==> src/rtl/paralleltoserial_tx.sv <==
// rtl/paralleltoserial_tx.sv - 8b parallel-to-serial transmitter: comma init, 4-deep input FIFO, idle fill
// Bit order: MSB first by default, LSB first when P2S_LSB_FIRST_EN is defined.
module paralleltoserial_tx (
   input  logic       clk_32f,
   input  logic       reset,
   input  logic [7:0] data_in,
   input  logic       valid_in,
   output logic       ready_out,
   output logic       data_out,
   output logic       frame_start,
   output logic       active_out
);

   localparam logic [7:0] COMMA = 8'hBC;
   localparam logic [7:0] IDLE  = 8'h7C;

   typedef enum logic [1:0] {
      ST_RST,
      ST_INIT,
      ST_ACTIVE
   } state_t;

   state_t      state_q, state_d;
   logic [2:0]  bit_cnt_q, bit_cnt_d;
   logic [7:0]  shift_q, shift_d;
   logic [2:0]  init_cnt_q, init_cnt_d;
   logic [1:0]  wr_ptr_q, wr_ptr_d;
   logic [1:0]  rd_ptr_q, rd_ptr_d;
   logic [2:0]  count_q, count_d;
   logic        ready_q, ready_d;
   logic        fs_q, fs_d;
   logic        active_q, active_d;
   logic [7:0]  mem_q [0:3];

   logic        push;
   logic        pop;
   logic        load;
   logic        use_data;
   logic [7:0]  frame_byte;
   logic [7:0]  shifted;

`ifdef P2S_LSB_FIRST_EN
   assign shifted  = {1'b0, shift_q[7:1]};
   assign data_out = shift_q[0];
`else
   assign shifted  = {shift_q[6:0], 1'b0};
   assign data_out = shift_q[7];
`endif

   assign ready_out   = ready_q;
   assign frame_start = fs_q;
   assign active_out  = active_q;

   always_comb begin
      state_d    = state_q;
      bit_cnt_d  = bit_cnt_q + 3'd1;
      shift_d    = shifted;
      init_cnt_d = init_cnt_q;
      wr_ptr_d   = wr_ptr_q;
      rd_ptr_d   = rd_ptr_q;
      count_d    = count_q;
      pop        = 1'b0;
      frame_byte = COMMA;

      push     = valid_in && ready_q;
      load     = (bit_cnt_q == 3'd7);
      // The fifth load after reset is the first data frame, so it already selects FIFO/idle.
      use_data = (state_q == ST_ACTIVE) ||
                 ((state_q == ST_INIT) && (init_cnt_q == 3'd4));

      case (state_q)
         ST_RST:    state_d = ST_INIT;
         ST_INIT:   if (load && (init_cnt_q == 3'd4)) state_d = ST_ACTIVE;
         ST_ACTIVE: state_d = ST_ACTIVE;
         default:   state_d = ST_RST;
      endcase

      if (load) begin
         if (use_data) begin
            if (count_q != 3'd0) begin
               pop        = 1'b1;
               frame_byte = mem_q[rd_ptr_q];
            end else begin
               frame_byte = IDLE;
            end
         end else begin
            frame_byte = COMMA;
            init_cnt_d = init_cnt_q + 3'd1;
         end
         shift_d = frame_byte;
      end

      if (push) wr_ptr_d = wr_ptr_q + 2'd1;
      if (pop)  rd_ptr_d = rd_ptr_q + 2'd1;
      count_d = count_q + {2'b00, push} - {2'b00, pop};

      ready_d  = (count_d < 3'd4);
      fs_d     = load;
      active_d = (state_d == ST_ACTIVE);
   end

   always_ff @(posedge clk_32f) begin
      if (reset) begin
         state_q    <= ST_RST;
         bit_cnt_q  <= 3'd7;
         shift_q    <= 8'h00;
         init_cnt_q <= 3'd0;
         wr_ptr_q   <= 2'd0;
         rd_ptr_q   <= 2'd0;
         count_q    <= 3'd0;
         ready_q    <= 1'b0;
         fs_q       <= 1'b0;
         active_q   <= 1'b0;
      end else begin
         state_q    <= state_d;
         bit_cnt_q  <= bit_cnt_d;
         shift_q    <= shift_d;
         init_cnt_q <= init_cnt_d;
         wr_ptr_q   <= wr_ptr_d;
         rd_ptr_q   <= rd_ptr_d;
         count_q    <= count_d;
         ready_q    <= ready_d;
         fs_q       <= fs_d;
         active_q   <= active_d;
      end
   end

   // Storage needs no reset: the pointers and count define what is valid.
   always_ff @(posedge clk_32f) begin
      if (!reset && push) mem_q[wr_ptr_q] <= data_in;
   end

endmodule
==> config.mk <==
export PLATFORM = sky130hd
export DESIGN_NAME = paralleltoserial_tx
export DESIGN_NICKNAME = d
export VERILOG_FILES = /design/src/rtl/paralleltoserial_tx.sv
export SDC_FILE = /design/constraint.sdc
export NUM_CORES = 1
export LEC_CHECK = 0
export CAP_MARGIN = 10
export CORE_ASPECT_RATIO = 1.1
export CORE_MARGIN = 2
export CORE_UTILIZATION = 25
export DETAILED_ROUTE_END_ITERATION = 10
export GPL_TIMING_DRIVEN = 0
export PLACE_DENSITY = 0.52
export SLEW_MARGIN = 20
export SYNTH_ARGS = -nofsm -noshare
export SYNTH_HDL_FRONTEND = slang
export SYNTH_SLANG_ARGS = --single-unit
==> constraint.sdc <==
create_clock -name clk_32f -period 2.2 [get_ports clk_32f]
set_input_delay 0.44 -clock clk_32f [delete_from_list [all_inputs] [get_ports clk_32f]]
set_output_delay 0.44 -clock clk_32f [all_outputs]
set_load 0.005 [all_outputs]
==> run_results.csv, run 1 <==
group,metric,value,unit
worst_setup_path,path_cells,"ha_4 -> ha_4 -> o31ai_4 -> a21o_1 -> inv_2 -> ha_4 -> inv_2 -> ha_4 -> inv_2 -> fa_2 -> xor2_2 -> xnor2_2 -> nor2b_1",
outcome,status,"complete, but fails checks",
clock_network,cts_htree_levels,3,
cells_and_area,num_antenna_cells,0,
floorplan,die_h,105,um
yosys,yosysWarnings,0,
timing,setup_ws,-65.6,ps
floorplan,fp.dieW,95.4,um
timing,finalHoldViolCount,0,
worst_setup_path,slowest_delay,350,ps
clock_network,cts_tree,"built",
grt,grt_pass1_wl,6.33,mm
power_and_ir_drop,p_per_area,845,nW/um2
drt,wl,3.73,mm
drt,viasPerCell,4.04,
timing,finalSetupViolations,1,
floorplan,core,8870,um2
worst_setup_path,worstPathMaxFanout,2,
yosys,synthSimpleGateAreaFrac,11.8,%
timing,finalMaxSlewViolations,0,
floorplan,ios,15,
placed_design,numPortBuffers,13,
worst_setup_path,cp_top_family,"adder cells",
grt,antenna_found_initial,0,
timing,min_period,2270,ps
yosys,synth_seq_area_share,66.3,%
power_and_ir_drop,power.leakage,1.02,nW
timing,fmax,441,MHz
yosys,ys_ff_latch,60,
power_and_ir_drop,ir_drop,0.000320,V
worst_setup_path,start_kind,"register",
placed_design,gp_congestion,0.667,
yosys,synth_fp_nets,182,
grt,gr-usage-met3,4.64,%
worst_setup_path,cp_common_cell,"ha_4",
cells_and_area,num-fill-cells,872,
grt,grt_max_degree,12,
drt,drc,0,
yosys,synth_top_family_by_area,"simple AND/OR/NAND/NOR gates",
worst_setup_path,cp.required,2410,ps
yosys,synthAdderAreaFrac,6.32,%
clock_network,clock-sinks,60,
floorplan,num_rows,36,
clock_network,clkLatencyLatePin,330,ps
floorplan,dieArea,9970,um2
timing,rsz0062_at_grt,"true",
floorplan,start_util,25.9,%
grt,grt-busiest-layer,"met2",
placed_design,dpl_cell_area,2650,um2
yosys,synthMuxAreaShare,8.28,%
cells_and_area,final_nets,213,
drt,vias,1253,
clock_network,clockRootBuffer,"clkbuf_8",
worst_setup_path,path_class,"reg -> reg",
drt,drtIter0Drc,41,
timing,fin_skew,10.2,ps
drt,dr.pass1.iters,4,
grt,overflow,0,
grt,grt_use_met2,13.7,%
cells_and_area,syn_to_final_growth,26.8,%
yosys,avgSynthCellArea,14.3,um2
worst_setup_path,path_buf_inv,3,
timing,slew_headroom,65.2,%
run,maxCapViolCount,0,
drt,ant_nets,0,
clock_network,clock_path_buffers,2,
outcome,violations,"setup timing",
placed_design,dp_hpwl,2.47,mm
worst_setup_path,crit_slowest_cell,"dfxtp_2",
timing,worst_hold_slack,461,ps
cells_and_area,final_area,2910,um2
cells_and_area,layout-drive-gt1-share,25.0,%
clock_network,cts_buffers,9,
min_path,hp-class,"reg -> reg",
yosys,ys_types,30,
yosys,synth-xor-area-share,2.29,%
worst_setup_path,critPathCaptureType,"register",
grt,track_usage,8.70,%
clock_network,clk_pin_slew,70,ps
timing,post-route-period-util,103,%
grt,grt_pass1_vias,1322,
worst_setup_path,cp.arrival,2470,ps
yosys,synth_compound_area_share,2.67,%
drt,post_drt_wl_per_cell,12.0,um
timing,worstMarginPinSlew,522,ps
yosys,syn_area,2300,um2
yosys,syn_inst,160,
grt,met1_usage,9.96,%
==> timing repair <==
item | 4_1_cts | 5_1_grt
hold buffers | 0 | 0
gates resized for setup | 0 | 2
setup buffers | 4 | 3
endpoints found under the setup margin | 3 | 2
pin swaps | 5 | 0
==> cell families (layout without fill, tap and decap cells) <==
| family | after synthesis | after routing |
|---|---|---|
| fa+ha+maj | 11 | 11 |
| xor+xnor | 6 | 6 |
| flops | 60 | 60 |
| compound gates | 10 | 10 |
| buf+inv | 14 | 50 |
| simple gates | 50 | 50 |
| mux | 9 | 9 |
==> tightest hold or removal path: cells and delay by family, from the launching register on <==
family,cells,cell delay [ps]
flops,1,300
simple gates,2,120
==> cell type report <==
| cell class | count | area, um2 | share of cell area, % |
|---|---|---|---|
| timing repair buffer | 20 | 183 | 6.27 |
| clock buffer | 11 | 131 | 4.51 |
| multi-input combinational | 86 | 815 | 28.0 |
| inverter | 8 | 30.0 | 1.03 |
| clock inverter | 5 | 62.6 | 2.15 |
| buffer | 6 | 23.8 | 0.817 |
| tap | 114 | 143 | 4.90 |
| sequential | 60 | 1520 | 52.3 |
==> synthesized netlist by cell type (all sizes together) <==
cell	count	area (um2)
edfxtp	32	961
or3	1	6.26
buf	1	5.00
nand2b	5	38.8
or2	2	12.5
a21o	1	7.51
nand4b	1	23.8
nor2b	4	25.0
clkbuf	5	18.8
o211a	1	10.0
nor2	21	78.8
o31ai	1	7.51
nand2	3	11.3
xnor2	4	35.0
xor2	2	17.5
o21ai	1	5.00
ha	10	125
mux2i	1	10.0
nand4	1	6.26
nand3	2	10.0
and2	4	25.0
inv	8	30.0
mux4	8	180
fa	1	20.0
dfxtp	28	561
a31oi	1	6.26
nor3	5	25.0
and4	1	8.76
a21oi	5	25.0
==> cell usage in the layout (no fill, tap or decap), drive strengths merged, types with 3 or more instances in the layout <==
cell | synthesis | routed
inv | 8 | 8
and2 | 4 | 4
dfxtp | 28 | 28
nor3 | 5 | 5
nor2b | 4 | 4
nand2 | 3 | 3
edfxtp | 32 | 32
ha | 10 | 10
clkdlybuf4s50 | 0 | 13
mux4 | 8 | 8
a21oi | 5 | 5
nor2 | 21 | 21
xnor2 | 4 | 4
clkbuf | 5 | 16
buf | 1 | 8
nand2b | 5 | 5
==> power breakdown <==
part	leakage, nW	switching (mW)	internal (mW)
combinational	0.412	0.108	0.128
sequential	0.518	0.0325	1.24
clock	0.0897	0.429	0.527
total	1.02	0.570	1.89
==> registers in the layout (all words and copies together) (netlist names), named ones only <==
register	flops
ready_out	1
wr_ptr_q	2
state_q	2
count_q	3
init_cnt_q	3
mem_q	32
active_out	1
frame_start	1
bit_cnt_q	3
shift_q	8
rd_ptr_q	2
==> worst paths after layout <==
path,start,endpoint,slack (ps),depth (start not counted)
hold reg to reg,shift_q[1],shift_q[2],460,2
hold / removal,shift_q[1],shift_q[2],460,2
setup / recovery,bit_cnt_q[0],ready_out,-70,13
setup reg to reg,bit_cnt_q[0],ready_out,-70,13
==> layer usage <==
layer  wire length (um)  share of wire (%)
met5                  0                  0
met1               1610                 43
met2               1860                 50
met4                 63                1.7
met3                190                5.1
==> metrics by stage <==
| stage | std cells | util (%) | setup TNS [ps] | total power [mW] | setup slack (ps) |
|---|---|---|---|---|---|
| CTS | 307 | 32.4 | -61.1 | 2.48 | -54.9 |
| global placement | 287 | 29.9 | -601 | 1.51 | -288 |
| finish | 310 | 32.8 | -65.6 | 2.46 | -65.6 |
| detailed placement | 287 | 29.9 | -573 | 1.51 | -272 |
| global route | 310 | 32.8 | -284 | 2.58 | -179 |
| floorplan | 160 | - | -35.7 | 1.44 | -35.7 |
Power figures use the tool's default switching activity.
==> run 2, diff against run 1 <==
--- a/config.mk
+++ b/config.mk
@@ -8,11 +8,12 @@
 export CAP_MARGIN = 10
 export CORE_ASPECT_RATIO = 1.1
 export CORE_MARGIN = 2
-export CORE_UTILIZATION = 25
+export CORE_UTILIZATION = 45
 export DETAILED_ROUTE_END_ITERATION = 10
 export GPL_TIMING_DRIVEN = 0
-export PLACE_DENSITY = 0.52
+export PLACE_DENSITY = 0.76
 export SLEW_MARGIN = 20
 export SYNTH_ARGS = -nofsm -noshare
 export SYNTH_HDL_FRONTEND = slang
 export SYNTH_SLANG_ARGS = --single-unit
+export TNS_END_PERCENT = 10
==> run 2 against run 1 <==
Net effect:
- the run still ends with setup timing left
- die area down 43%
- utilization up 25 points
- sequential power about the same
- routed wire length up 4.5%
- clock power up 26%
- combinational power about the same
- sequential cell count unchanged
- largest power group unchanged
==> run_results.csv, run 2 (same netlist as run 1, synthesis figures left out) <==
group,metric,value,unit
outcome,status,"complete, but fails checks",
outcome,violations,"setup timing",
worst_setup_path,path_class,"reg -> reg",
drt,drtIter0Drc,66,
cells_and_area,num-fill-cells,384,
power_and_ir_drop,power.leakage,1.05,nW
drt,viasPerCell,5.03,
cells_and_area,regArea,1530,um2
clock_network,clock_path_buffers,2,
floorplan,fp.dieW,72.1,um
cells_and_area,most-common-layout-cells,"edfxtp_1 (32), dfxtp_1 (25), nor2_1 (21)",
timing,min_period,2300,ps
worst_setup_path,cp.arrival,2510,ps
drt,post_drt_wl_per_cell,15.4,um
floorplan,start_util,46.2,%
min_path,worstHoldPathCells,2,
cells_and_area,largest_reg_flops,32,
grt,grt_pass1_vias,1357,
cells_and_area,top_regs,"mem_q x32, shift_q x8",
drt,ant_nets,0,
timing,worstMarginPinSlew,524,ps
timing,finalHoldViolCount,0,
drt,wl,3.89,mm
clock_network,cts_htree_levels,3,
worst_setup_path,worstPathMaxFanout,2,
floorplan,die_h,78.9,um
timing,post-route-period-util,105,%
clock_network,clock-sinks,60,
worst_setup_path,rrSetupSlack,-100,ps
clock_network,cts_buffers,9,
timing,finalMaxSlewViolations,0,
power_and_ir_drop,p_per_area,936,nW/um2
worst_setup_path,r2r_start,"bit_cnt_q[0]",
worst_setup_path,critPathCaptureType,"register",
cells_and_area,stdcell_count,253,
min_path,hp-class,"reg -> reg",
min_path,hold_end,"shift_q[3]",
worst_setup_path,start_kind,"register",
timing,finalSetupViolations,2,
run,maxCapViolCount,0,
grt,antenna_found_initial,0,
floorplan,dieArea,5690,um2
grt,grt_pass1_wl,6.13,mm
timing,rsz0062_at_grt,"true",
cells_and_area,syn_to_final_growth,25.9,%
drt,dr.pass1.iters,4,
floorplan,ios,15,
placed_design,place_ws,-319,ps
clock_network,cts_tree,"built",
clock_network,clockRootBuffer,"clkbuf_8",
placed_design,gp_congestion,0.710,
timing,fmax,434,MHz
clock_network,clk_pin_slew,70,ps
drt,vias,1273,
power_and_ir_drop,ir_drop,0.000484,V
timing,fin_skew,9.80,ps
clock_network,clkLatencyLatePin,340,ps
floorplan,num_rows,27,
cells_and_area,multi_input_area,822,um2
grt,overflow,0,
placed_design,dp_hpwl,2.57,mm
grt,grt_max_degree,12,
power_and_ir_drop,p_total,2.71,mW
timing,slew_headroom,65.1,%
cells_and_area,final_nets,212,
cells_and_area,final_common_cell,"edfxtp_1",
placed_design,dp.cells,231,
min_path,hold_start,"shift_q[2]",
worst_setup_path,cp.required,2410,ps
drt,drc,0,
floorplan,core,4970,um2
timing,setup_ws,-103,ps
cells_and_area,layout-drive-gt1-share,26.7,%
cells_and_area,largest-register,"mem_q",
worst_setup_path,worstRegToRegCells,13,
grt,track_usage,15.0,%
placed_design,numPortBuffers,13,
worst_setup_path,reg2reg_to,"ready_out",
worst_setup_path,crit_start,"bit_cnt_q[0]",
cells_and_area,num_antenna_cells,0,
## run 2: layout make-up
type	instances	area share, %
Clock inverter	6	3.85
Multi-Input combinational cell	86	28.4
Inverter	8	1.13
Sequential cell	60	52.8
Tap cell	58	2.51
Timing Repair Buffer	19	6.06
Buffer	6	0.823
Clock buffer	10	4.42
## run 2: metal layers
metal / share of wire [%] / routed length, um / global-route usage [%] / vias up
met1: 41 / 1610 / 16.6 / 621
met4: 1.3 / 49 / 8.11 / 0
met2: 53 / 2070 / 24.9 / 25
met5: 0 / 0 / 0 / -
met3: 4.4 / 171 / 5.71 / 4
li1: - / - / - / 623
## run 2: worst max path at each step
stage               depth (start not counted)        end  slack [ps]
finish                                     13  ready_out        -100
global route                               13  ready_out        -170
CTS                                        13  ready_out         -70
detailed placement                         10  ready_out        -320
global placement                           10  ready_out        -280
floorplan                                  13  ready_out         -50
## run 2: power breakdown
group / leakage (nW) / total, mW / switching, mW / internal [mW]
clock network: 0.117 / 1.20 / 0.442 / 0.754
logic: 0.410 / 0.238 / 0.112 / 0.126
registers: 0.519 / 1.27 / 0.0352 / 1.24
total: 1.05 / 2.71 / 0.590 / 2.12
## run 2: metrics by stage
stage	hold slack, ps	area, um2	utilization [%]	setup TNS, ps
floorplan	397	2360	-	-71.0
global placement	402	2570	51.7	-578
detailed placement	416	2570	51.7	-739
CTS	435	2870	57.7	-114
global route	494	2890	58.2	-303
finish	463	2890	58.2	-151
## run 2: timing repair
item | 4_1_cts | 5_1_grt
pin swaps | 4 | 1
setup buffers | 5 | 1
endpoints found under the setup margin | 3 | 2
resized for setup | 7 | 3
hold buffers | 0 | 0
cloned | 0 | 0
## run 2: critical path, cell delays in order, from the launching register on
cell and delay (ps):
dfxtp_2 360, ha_4 140, ha_4 140, o31ai_4 70, a21o_4 210, inv_4 60
ha_4 190, inv_2 60, ha_4 110, inv_2 30, fa_2 340, xor2_2 170
xnor2_2 150, nor2b_1 140
==> run 3, diff against run 2 <==
--- a/config.mk
+++ b/config.mk
@@ -6,12 +6,12 @@
 export NUM_CORES = 1
 export LEC_CHECK = 0
 export CAP_MARGIN = 10
-export CORE_ASPECT_RATIO = 1.1
 export CORE_MARGIN = 2
 export CORE_UTILIZATION = 45
 export DETAILED_ROUTE_END_ITERATION = 10
 export GPL_TIMING_DRIVEN = 0
 export PLACE_DENSITY = 0.76
+export RECOVER_POWER = 50
 export SLEW_MARGIN = 20
 export SYNTH_ARGS = -nofsm -noshare
 export SYNTH_HDL_FRONTEND = slang
==> run 3 against run 2 <==
Net effect:
- the flow still finishes with violations (setup timing)
- die area hardly changed
- non-clock buffer count up 1
- sequential share of layout area barely moved
- clock-buffer cell count up 1
- first-iteration DRC count shrank 45%
- sequential cell count did not move
- global-route usage rose by 0.44 points
- design area about the same
- routed wire length is 5.3% lower
==> run_results.csv, run 3 (same netlist as run 1, synthesis figures left out) <==
group,metric,value,unit
placed_design,dp.cells,240,
grt,gr-usage-met3,8.73,%
floorplan,core,4820,um2
grt,grt-busiest-layer,"met2",
power_and_ir_drop,ir_drop,0.000565,V
clock_network,clockRootBuffer,"clkbuf_8",
floorplan,dieArea,5690,um2
timing,fin_skew,5.45,ps
worst_setup_path,slowest_delay,350,ps
cells_and_area,most-common-layout-cells,"edfxtp_1 (32), dfxtp_1 (26), nor2_1 (21)",
timing,finalMaxSlewViolations,0,
floorplan,fp.dieW,75.4,um
grt,grt_pass1_vias,1292,
clock_network,cts_buffers,9,
power_and_ir_drop,power.leakage,1.05,nW
timing,min_period,2290,ps
drt,post_drt_wl_per_cell,14.0,um
drt,ant_nets,0,
cells_and_area,layout-drive-gt1-share,25.0,%
cells_and_area,num_antenna_cells,0,
drt,dr.pass1.iters,4,
timing,setup_ws,-87.7,ps
grt,antenna_found_initial,0,
clock_network,clock-sinks,60,
worst_setup_path,worstPathMaxFanout,2,
outcome,violations,"setup timing",
worst_setup_path,cp.required,2420,ps
cells_and_area,largest-register,"mem_q",
grt,track_usage,15.5,%
placed_design,dp_hpwl,2.44,mm
worst_setup_path,cp_common_cell,"ha_4",
worst_setup_path,path_class,"reg -> reg",
timing,post-route-period-util,104,%
drt,viasPerCell,4.93,
clock_network,hold_buffers,0,
clock_network,clk_pin_slew,60,ps
cells_and_area,num-fill-cells,384,
drt,drc,0,
floorplan,start_util,47.7,%
grt,overflow,0,
floorplan,num_rows,25,
timing,rsz0062_at_grt,"true",
grt,grt_pass1_wl,6.01,mm
clock_network,clkLatencyLatePin,330,ps
worst_setup_path,path_cells,"ha_4 -> ha_4 -> o31ai_4 -> a21o_1 -> inv_2 -> ha_4 -> inv_4 -> ha_4 -> inv_2 -> fa_2 -> xor2_1 -> xnor2_1 -> nor2b_2",
timing,finalSetupViolations,2,
grt,grt_use_met2,25.3,%
grt,grt_max_degree,11,
worst_setup_path,start_kind,"register",
drt,wl,3.69,mm
worst_setup_path,crit_slowest_cell,"dfxtp_2",
floorplan,ios,15,
cells_and_area,final_nets,213,
timing,slew_headroom,68.2,%
clock_network,clock_path_buffers,2,
placed_design,gp_congestion,0.711,
drt,drtIter0Drc,36,
drt,vias,1296,
floorplan,die_h,75.4,um
cells_and_area,final_common_cell,"edfxtp_1",
clock_network,cts_tree,"built",
cells_and_area,largest_reg_flops,32,
cells_and_area,syn_to_final_growth,25.8,%
placed_design,numPortBuffers,13,
clock_network,cts_htree_levels,3,
run,maxCapViolCount,0,
worst_setup_path,cp.arrival,2500,ps
timing,worstMarginPinSlew,477,ps
timing,finalHoldViolCount,0,
power_and_ir_drop,p_per_area,927,nW/um2
outcome,status,"complete, but fails checks",
grt,met1_usage,16.6,%
timing,fmax,437,MHz
worst_setup_path,critPathCaptureType,"register",
cells_and_area,top_regs,"mem_q x32, shift_q x8",
min_path,hp-class,"reg -> reg",
cells_and_area,stdcell_count,263,
placed_design,place_ws,-294,ps
[run 3: worst max-delay path: cells and delay by family, from the launching register on]
| family | cells | cell delay, ps |
|---|---|---|
| flip-flops | 1 | 350 |
| adder cells (fa/ha/maj) | 5 | 940 |
| XOR/XNOR | 2 | 290 |
| AND/OR/NAND/NOR | 1 | 150 |
| buffers and inverters | 3 | 180 |
| AO/OA/AOI/OAI | 2 | 260 |
[run 3: repair_timing]
item                                    4_1_cts  5_1_grt
pin swaps                                     4        4
gates resized for setup                       2        5
endpoints found under the setup margin        3        2
gates cloned                                  0        0
buffers inserted                              5        2
[run 3: metrics by stage]
stage                     cell area, um2  hold WS (ps)  utilization, %  power (mW)  TNS, ps
after floorplan                     2360           397               -        1.43    -71.0
after detailed placement            2580           421            53.5        1.51     -647
after global routing                2890           448            60.0        2.80     -353
after CTS                           2860           439            59.3        2.71     -109
final                               2890           431            60.0        2.68     -122
after global placement              2580           402            53.5        1.50     -593
[run 3: final timing paths]
check | from | to | slack (ps) | cells past startpoint
setup / recovery | bit_cnt_q[0] | ready_out | -90 | 13
hold / removal | bit_cnt_q[0] | bit_cnt_q[0] | 430 | 1
setup reg to reg | bit_cnt_q[0] | ready_out | -90 | 13
hold reg to reg | bit_cnt_q[0] | bit_cnt_q[0] | 430 | 1
[run 3: area by class of cell]
class	count	area (um2)	area share, %
inverter	8	32.5	1.13
timing repair buffer	20	183	6.32
tap	67	83.8	2.90
buffer	6	23.8	0.823
clock buffer	11	141	4.89
sequential	60	1520	52.8
multi-input combinational	86	802	27.8
clock inverter	5	98.8	3.42
[run 3: where the power goes]
| part | internal (mW) | leakage [nW] | switching, mW |
|---|---|---|---|
| sequential | 1.24 | 0.518 | 0.0334 |
| clock | 0.778 | 0.121 | 0.399 |
| combinational | 0.123 | 0.415 | 0.109 |
[run 3: layer usage]
layer	share of wire [%]	wire, um
met5	0	0
met4	1.7	64
met3	5.2	192
met2	50	1840
met1	43	1590
